### src/rtl/pipeline_hazard_ctrl_pkg.sv
// +--------------------------------------------------------------------------+
// | hazard_pkg : shared types and constants for the pipeline hazard control |
// | Rev 1.0                                                                  |
// +--------------------------------------------------------------------------+
`default_nettype none

package hazard_pkg;

  localparam int DATA_WIDTH = 32;

  typedef enum logic [1:0] {
    INIT     = 2'd0,
    RUN      = 2'd1,
    MEM_WAIT = 2'd2
  } state_e;

  localparam logic [1:0] FWD_REG = 2'b00;
  localparam logic [1:0] FWD_WB  = 2'b01;
  localparam logic [1:0] FWD_MEM = 2'b10;

endpackage

`default_nettype wire

### src/rtl/pipeline_hazard_ctrl_if.sv
// +--------------------------------------------------------------------------+
// | pipeline_hazard_ctrl_if : pipe-side register/control bits and controls   |
// | Rev 1.0                                                                  |
// +--------------------------------------------------------------------------+
`default_nettype none

interface pipeline_hazard_ctrl_if #(
  parameter int CNT_WIDTH = 32
);
  logic [4:0]           Rs1D, Rs2D, Rs1E, Rs2E, RdE, RdM, RdW;
  logic                 MemReadE, PCSrcE, RegWriteM, RegWriteW, MemReqM, MemReadyM;
  logic                 StallF, StallD, StallE, StallM;
  logic                 FlushD, FlushE, FlushW;
  logic [1:0]           ForwardAE, ForwardBE;
  logic                 MemTimeoutErr;
  logic [CNT_WIDTH-1:0] LoadUseCnt, RedirectCnt, MemWaitCnt;

  // Datapath side
  modport master (
    output Rs1D, Rs2D, Rs1E, Rs2E, RdE, RdM, RdW,
    output MemReadE, PCSrcE, RegWriteM, RegWriteW, MemReqM, MemReadyM,
    input  StallF, StallD, StallE, StallM, FlushD, FlushE, FlushW,
    input  ForwardAE, ForwardBE, MemTimeoutErr,
    input  LoadUseCnt, RedirectCnt, MemWaitCnt
  );

  // Hazard controller side
  modport slave (
    input  Rs1D, Rs2D, Rs1E, Rs2E, RdE, RdM, RdW,
    input  MemReadE, PCSrcE, RegWriteM, RegWriteW, MemReqM, MemReadyM,
    output StallF, StallD, StallE, StallM, FlushD, FlushE, FlushW,
    output ForwardAE, ForwardBE, MemTimeoutErr,
    output LoadUseCnt, RedirectCnt, MemWaitCnt
  );
endinterface

`default_nettype wire

### src/rtl/pipeline_hazard_ctrl_forward_sel.sv
// +--------------------------------------------------------------------------+
// | forward_sel : EX operand bypass select, MEM result preferred over WB     |
// | Rev 1.0                                                                  |
// +--------------------------------------------------------------------------+
`default_nettype none

module forward_sel
  import hazard_pkg::*;
(
  input  wire logic [4:0] RsE_i,
  input  wire logic [4:0] RdM_i,
  input  wire logic       RegWriteM_i,
  input  wire logic [4:0] RdW_i,
  input  wire logic       RegWriteW_i,
  output logic      [1:0] Fwd_o
);

  always_comb begin
    Fwd_o = FWD_REG;
    if (RegWriteM_i && (RdM_i != 5'd0) && (RdM_i == RsE_i)) begin
      Fwd_o = FWD_MEM;
    end else if (RegWriteW_i && (RdW_i != 5'd0) && (RdW_i == RsE_i)) begin
      Fwd_o = FWD_WB;
    end
  end

endmodule

`default_nettype wire

### src/rtl/pipeline_hazard_ctrl.sv
// +--------------------------------------------------------------------------+
// | pipeline_hazard_ctrl : stall/flush/forward sequencing for a 5-stage pipe |
// | Optional perf counters enabled by defining HAZARD_PERF_EN.               |
// | Rev 1.0                                                                  |
// +--------------------------------------------------------------------------+
`default_nettype none

module pipeline_hazard_ctrl
  import hazard_pkg::*;
#(
  parameter int DATA_WIDTH  = 32,
  parameter int CNT_WIDTH   = 32,
  parameter int MEM_TIMEOUT = 255
) (
  input wire logic             clk,
  input wire logic             rst_n,
  pipeline_hazard_ctrl_if.slave hz
);

  localparam logic [7:0] C_TIMEOUT = 8'(MEM_TIMEOUT);

  state_e     state_q, state_d;
  logic [7:0] wait_cnt_q, wait_cnt_d;
  logic       err_q;
  logic       w_freeze, w_load_use, w_redirect_act, w_load_use_act;

  assign w_freeze   = (state_q != INIT) && hz.MemReqM && !hz.MemReadyM;
  assign w_load_use = hz.MemReadE && (hz.RdE != 5'd0) &&
                      ((hz.RdE == hz.Rs1D) || (hz.RdE == hz.Rs2D));

  assign w_redirect_act = (state_q != INIT) && !w_freeze && hz.PCSrcE;
  assign w_load_use_act = (state_q != INIT) && !w_freeze && !hz.PCSrcE && w_load_use;

  always_comb begin
    hz.StallF = 1'b0;
    hz.StallD = 1'b0;
    hz.StallE = 1'b0;
    hz.StallM = 1'b0;
    hz.FlushD = 1'b0;
    hz.FlushE = 1'b0;
    hz.FlushW = 1'b0;
    if (state_q == INIT) begin
      hz.FlushD = 1'b1;
      hz.FlushE = 1'b1;
    end else if (w_freeze) begin
      hz.StallF = 1'b1;
      hz.StallD = 1'b1;
      hz.StallE = 1'b1;
      hz.StallM = 1'b1;
      hz.FlushW = 1'b1;
    end else if (hz.PCSrcE) begin
      hz.FlushD = 1'b1;
      hz.FlushE = 1'b1;
    end else if (w_load_use) begin
      hz.StallF = 1'b1;
      hz.StallD = 1'b1;
      hz.FlushE = 1'b1;
    end
  end

  // First freeze cycle is taken in RUN, so entry loads 1 to count it
  always_comb begin
    state_d    = state_q;
    wait_cnt_d = wait_cnt_q;
    case (state_q)
      INIT:     state_d = RUN;
      RUN: begin
        if (w_freeze) begin
          state_d    = MEM_WAIT;
          wait_cnt_d = 8'd1;
        end
      end
      MEM_WAIT: begin
        if (!w_freeze) begin
          state_d = RUN;
        end else if (wait_cnt_q != 8'hFF) begin
          wait_cnt_d = wait_cnt_q + 8'd1;
        end
      end
      default:  state_d = INIT;
    endcase
  end

  always_ff @(posedge clk or negedge rst_n) begin
    if (!rst_n) begin
      state_q    <= INIT;
      wait_cnt_q <= 8'd0;
      err_q      <= 1'b0;
    end else begin
      state_q    <= state_d;
      wait_cnt_q <= wait_cnt_d;
      if (w_freeze && (wait_cnt_d == C_TIMEOUT)) begin
        err_q <= 1'b1;
      end
    end
  end

  assign hz.MemTimeoutErr = err_q;

  forward_sel u_fwd_a (
    .RsE_i       (hz.Rs1E),
    .RdM_i       (hz.RdM),
    .RegWriteM_i (hz.RegWriteM),
    .RdW_i       (hz.RdW),
    .RegWriteW_i (hz.RegWriteW),
    .Fwd_o       (hz.ForwardAE)
  );

  forward_sel u_fwd_b (
    .RsE_i       (hz.Rs2E),
    .RdM_i       (hz.RdM),
    .RegWriteM_i (hz.RegWriteM),
    .RdW_i       (hz.RdW),
    .RegWriteW_i (hz.RegWriteW),
    .Fwd_o       (hz.ForwardBE)
  );

`ifdef HAZARD_PERF_EN
  logic [CNT_WIDTH-1:0] lu_cnt_q, rd_cnt_q, mw_cnt_q;

  always_ff @(posedge clk or negedge rst_n) begin
    if (!rst_n) begin
      lu_cnt_q <= '0;
      rd_cnt_q <= '0;
      mw_cnt_q <= '0;
    end else begin
      if (w_load_use_act && (lu_cnt_q != '1)) lu_cnt_q <= lu_cnt_q + 1'b1;
      if (w_redirect_act && (rd_cnt_q != '1)) rd_cnt_q <= rd_cnt_q + 1'b1;
      if (w_freeze       && (mw_cnt_q != '1)) mw_cnt_q <= mw_cnt_q + 1'b1;
    end
  end

  assign hz.LoadUseCnt  = lu_cnt_q;
  assign hz.RedirectCnt = rd_cnt_q;
  assign hz.MemWaitCnt  = mw_cnt_q;
`else
  assign hz.LoadUseCnt  = '0;
  assign hz.RedirectCnt = '0;
  assign hz.MemWaitCnt  = '0;
`endif

endmodule

`default_nettype wire

### src/flat_wrapper.sv
// flat-port wrapper written by rule: the top's interface ports become plain ports
module pipeline_hazard_ctrl_flat import hazard_pkg::*;
#(
  parameter int DATA_WIDTH  = 32,
  parameter int CNT_WIDTH   = 32,
  parameter int MEM_TIMEOUT = 255
)
  (clk, rst_n, hz_Rs1D, hz_Rs2D, hz_Rs1E, hz_Rs2E, hz_RdE, hz_RdM, hz_RdW, hz_MemReadE, hz_PCSrcE, hz_RegWriteM, hz_RegWriteW, hz_MemReqM, hz_MemReadyM, hz_StallF, hz_StallD, hz_StallE, hz_StallM, hz_FlushD, hz_FlushE, hz_FlushW, hz_ForwardAE, hz_ForwardBE, hz_MemTimeoutErr, hz_LoadUseCnt, hz_RedirectCnt, hz_MemWaitCnt);
  pipeline_hazard_ctrl_if #(.CNT_WIDTH(CNT_WIDTH)) hz_i ();
  input wire logic clk;
  input wire logic rst_n;
  input wire logic [$bits(hz_i.Rs1D)-1:0] hz_Rs1D;
  input wire logic [$bits(hz_i.Rs2D)-1:0] hz_Rs2D;
  input wire logic [$bits(hz_i.Rs1E)-1:0] hz_Rs1E;
  input wire logic [$bits(hz_i.Rs2E)-1:0] hz_Rs2E;
  input wire logic [$bits(hz_i.RdE)-1:0] hz_RdE;
  input wire logic [$bits(hz_i.RdM)-1:0] hz_RdM;
  input wire logic [$bits(hz_i.RdW)-1:0] hz_RdW;
  input wire logic [$bits(hz_i.MemReadE)-1:0] hz_MemReadE;
  input wire logic [$bits(hz_i.PCSrcE)-1:0] hz_PCSrcE;
  input wire logic [$bits(hz_i.RegWriteM)-1:0] hz_RegWriteM;
  input wire logic [$bits(hz_i.RegWriteW)-1:0] hz_RegWriteW;
  input wire logic [$bits(hz_i.MemReqM)-1:0] hz_MemReqM;
  input wire logic [$bits(hz_i.MemReadyM)-1:0] hz_MemReadyM;
  output wire logic [$bits(hz_i.StallF)-1:0] hz_StallF;
  output wire logic [$bits(hz_i.StallD)-1:0] hz_StallD;
  output wire logic [$bits(hz_i.StallE)-1:0] hz_StallE;
  output wire logic [$bits(hz_i.StallM)-1:0] hz_StallM;
  output wire logic [$bits(hz_i.FlushD)-1:0] hz_FlushD;
  output wire logic [$bits(hz_i.FlushE)-1:0] hz_FlushE;
  output wire logic [$bits(hz_i.FlushW)-1:0] hz_FlushW;
  output wire logic [$bits(hz_i.ForwardAE)-1:0] hz_ForwardAE;
  output wire logic [$bits(hz_i.ForwardBE)-1:0] hz_ForwardBE;
  output wire logic [$bits(hz_i.MemTimeoutErr)-1:0] hz_MemTimeoutErr;
  output wire logic [$bits(hz_i.LoadUseCnt)-1:0] hz_LoadUseCnt;
  output wire logic [$bits(hz_i.RedirectCnt)-1:0] hz_RedirectCnt;
  output wire logic [$bits(hz_i.MemWaitCnt)-1:0] hz_MemWaitCnt;
  assign hz_i.Rs1D = hz_Rs1D;
  assign hz_i.Rs2D = hz_Rs2D;
  assign hz_i.Rs1E = hz_Rs1E;
  assign hz_i.Rs2E = hz_Rs2E;
  assign hz_i.RdE = hz_RdE;
  assign hz_i.RdM = hz_RdM;
  assign hz_i.RdW = hz_RdW;
  assign hz_i.MemReadE = hz_MemReadE;
  assign hz_i.PCSrcE = hz_PCSrcE;
  assign hz_i.RegWriteM = hz_RegWriteM;
  assign hz_i.RegWriteW = hz_RegWriteW;
  assign hz_i.MemReqM = hz_MemReqM;
  assign hz_i.MemReadyM = hz_MemReadyM;
  assign hz_StallF = hz_i.StallF;
  assign hz_StallD = hz_i.StallD;
  assign hz_StallE = hz_i.StallE;
  assign hz_StallM = hz_i.StallM;
  assign hz_FlushD = hz_i.FlushD;
  assign hz_FlushE = hz_i.FlushE;
  assign hz_FlushW = hz_i.FlushW;
  assign hz_ForwardAE = hz_i.ForwardAE;
  assign hz_ForwardBE = hz_i.ForwardBE;
  assign hz_MemTimeoutErr = hz_i.MemTimeoutErr;
  assign hz_LoadUseCnt = hz_i.LoadUseCnt;
  assign hz_RedirectCnt = hz_i.RedirectCnt;
  assign hz_MemWaitCnt = hz_i.MemWaitCnt;
  pipeline_hazard_ctrl #(.DATA_WIDTH(DATA_WIDTH), .CNT_WIDTH(CNT_WIDTH), .MEM_TIMEOUT(MEM_TIMEOUT)) u_core (.clk(clk), .rst_n(rst_n), .hz(hz_i));
endmodule
### config.mk
export PLATFORM = sky130hd
export DESIGN_NAME = pipeline_hazard_ctrl_flat
export DESIGN_NICKNAME = d
export VERILOG_FILES = /design/src/rtl/pipeline_hazard_ctrl_pkg.sv /design/src/rtl/pipeline_hazard_ctrl_if.sv /design/src/rtl/pipeline_hazard_ctrl_forward_sel.sv /design/src/rtl/pipeline_hazard_ctrl.sv /design/src/flat_wrapper.sv
export SDC_FILE = /design/constraint.sdc
export NUM_CORES = 1
export LEC_CHECK = 0
export ABC_AREA = 1
export BUFFER_PORTS_ARGS = -buffer_cell sky130_fd_sc_hd__buf_2
export CORE_MARGIN = 2
export CORE_UTILIZATION = 30
export CTS_CLUSTER_DIAMETER = 150
export DETAILED_ROUTE_END_ITERATION = 16
export GPL_TIMING_DRIVEN = 0
export REMOVE_ABC_BUFFERS = 1
export SLEW_MARGIN = 25
export SYNTH_ARGS = -nofsm -noshare
export SYNTH_HDL_FRONTEND = slang
export SYNTH_HIERARCHICAL = 1
export SYNTH_SLANG_ARGS = --single-unit
### constraint.sdc
create_clock -name clk -period 1.7 [get_ports clk]
set_clock_uncertainty 0.15 [all_clocks]
set_input_delay 0.255 -clock clk [delete_from_list [all_inputs] [get_ports clk]]
set_output_delay 0.255 -clock clk [all_outputs]
set_load 0.1 [all_outputs]
==> metrics <==
FF+latch area 275 µm²; Avg Inst Size Synth 6.31 µm²; Post-synth top cells 99 x buf_4, 77 x nand2_1, 39 x inv_1; via count 2012; largest net degree at the start of global routing 12; Max Cap Viol 0; total gr overflow 0; CP max stage delay 0.38 ns; clk_lat worst skew 0.24 ns; synth warn 6; HP Class in -> async; Layout Cells excl Fill 514; final WL 4650 µm; # IOs 151; CP max stage cell dfrtp_1; crit-path max FO 3; IO buf count 54; Placed Instances 495; Fmax 518 MHz; critical path class reg -> out; CTS tree yes; die area 8000 µm²; post-DR vias/cell 3.91; Routed Antenna Nets 0; crit path capture type output port; Num Clock Sinks 11; Synth Instances 347; DP Wirelength 3510 µm; crit share post-route 1.13; CTS max path bufs 2; PD cells 1230 nW/µm²; ant diodes 0; vias in the first global route 1796; async set-reset flop share out of synthesis 1.00; mapped cell area 2190 µm²; VDD IR max 762 µV; GRT Resource Usage Total 0.112; failing checks negative setup slack; Final Hold Vio Count 0; Remaining DRCs 0; Most used DFF post-synth dfrtp_1; Pre-Repair DR Iteration Count 4; htree depth 1; global-route wire length before repair 7330 µm; post-synth top area share 0.339; Layout Nets 464; initial antenna violation count 0; Power Total 3.20 mW; DRT iter0 DRCs 36; worst path cell trace inv_2, ha_4, a21oi_2, inv_2, a21oi_4, buf_12; Post-synth EDFFs 0; Synth cell types 27; Initial Util 0.305; cell repeated most along the worst path inv_2; top area cells in the synthesized netlist buf_4 34%, nand2_1 13%, dfrtp_1 13%, inv_1 6.7%, nor2_1 4.3%; outcome finished with violations; post-synth top area cell buf_4; final slew viol count 0; register bit total from synthesis 11; placer congestion estimate 0.879; total CTS buffers 3; Fin Hold WS 0.279 ns; Worst Setup Start Kind flop; Tmin final 1.93 ns; post-DR wirelength/cell 9.05 µm; # setup viols final 7; fraction of the yosys area taken by sequential cells 0.126; Clock Tree Root clkbuf_8; core area 7180 µm²; Die Y 89.5 µm; # rows 31; Leakage 1.48 nW; Layout area overhead 18.7%; share of cells above drive strength 1 0.292; WP data required 1.29 ns; die width 89.5 µm; most numerous cell in the Yosys netlist buf_4; setup ws final -0.229 ns; Clock transition at path regs 0.05 ns; unrepaired setup endpoints after global routing yes; FILL cells 756; crit path DAT 1.52 ns; Multi-input gate area 1450 µm²
## where the power goes
| part | internal (mW) | switching, mW | leakage, nW |
|---|---|---|---|
| clock network | 0.161 | 0.0994 | 0.0255 |
| logic | 0.657 | 1.93 | 1.31 |
| registers | 0.308 | 0.0413 | 0.145 |
| total | 1.13 | 2.07 | 1.48 |
## per-stage QoR
step	setup TNS (ns)	instance area (µm²)	setup slack [ns]	utilization
final	-0.898	2600	-0.229	0.363
after global routing	-1.67	2600	-0.312	0.363
after CTS	-0.660	2520	-0.160	0.352
after detailed placement	-2.24	2190	-0.344	0.306
after global placement	-1.77	2190	-0.317	0.306
after floorplan	-14.63	1800	-2.99	-
## worst max-delay path: cells and delay by family (launching register included)
kind                     cells  cell delay (ns)
flip-flops                   1             0.38
buffers and inverters        3             0.35
AO/OA/AOI/OAI                2             0.35
adder cells (fa/ha/maj)      1             0.19
## cell usage in the layout (no fill, tap or decap), types with 5 or more instances in the layout
cell type / synthesis / routed
conb_1: 1 / 96
nand2_1: 77 / 70
buf_2: 0 / 43
inv_1: 39 / 36
nor2_1: 25 / 19
nand2_2: 7 / 15
nand3_1: 16 / 15
buf_4: 99 / 12
dfrtp_1: 11 / 11
buf_12: 0 / 9
inv_2: 8 / 9
nand4_1: 8 / 8
o21ai_0: 9 / 8
nor2_2: 6 / 8
xor2_1: 6 / 6
xnor2_1: 6 / 6
nor2_4: 1 / 5
a21oi_1: 7 / 5
## path summary, 6_finish.rpt
kind | startpoint | endpoint | slack (ns) | depth (start not counted)
worst max-delay path | u_core/state_q[0]$_DFFE_PN0P_ | hz_StallF | -0.23 | 6
worst min-delay path | rst_n | u_core/hz.MemTimeoutErr$_DFFE_PN0P_ | 0.28 | 2
worst max register to register | u_core/state_q[0]$_DFFE_PN0P_ | u_core/hz.MemTimeoutErr$_DFFE_PN0P_ | -0.14 | 15
worst min register to register | u_core/hz.MemTimeoutErr$_DFFE_PN0P_ | u_core/hz.MemTimeoutErr$_DFFE_PN0P_ | 0.31 | 2
max in group asynchronous | rst_n | u_core/wait_cnt_q[6]$_DFF_PN0_ | 0.92 | 2
min in group clk | u_core/hz.MemTimeoutErr$_DFFE_PN0P_ | u_core/hz.MemTimeoutErr$_DFFE_PN0P_ | 0.31 | 2
## state kept, by name, summed over array words and instances, names as in the netlist
signal / count
u_core/wait_cnt_q: 8
u_core/state_q: 2
u_core/hz.MemTimeoutErr: 1
## logic make-up after synthesis
logic type                 count (synthesis)  share of synthesized area
AOI/OAI and AO/OA                         23                     0.0577
xor gates and xnor gates                  12                     0.0480
adders and majority gates                  5                     0.0286
buffers and inverters                    147                      0.422
DFF                                       11                      0.126
other                                      1                    0.00171
and+or+nand+nor                          148                      0.316
## what timing repair did
item,in CTS,in global routing
gates resized for setup,45,21
setup endpoints to repair,18,18
gates cloned,1,0
buffers inserted,12,1
hold buffers,1,0
endpoints found under the hold margin,11,0
pin swaps,4,4
## routing by layer
metal	GRT usage	part of all wire	vias to the layer above
li1	-	-	1006
met1	0.126	0.39	892
met3	0.0102	0.075	9
met2	0.217	0.52	105
met4	0.0421	0.021	0
met5	0	0	-
## area by class of cell
class / count / area share
Multi-Input combinational cell: 285 / 0.556
Timing Repair Buffer: 68 / 0.203
Sequential cell: 11 / 0.106
Inverter: 47 / 0.0697
Tap cell: 99 / 0.0476
Clock buffer: 3 / 0.0159
Clock inverter: 1 / 0.00192
Power figures use the tool's default switching activity.
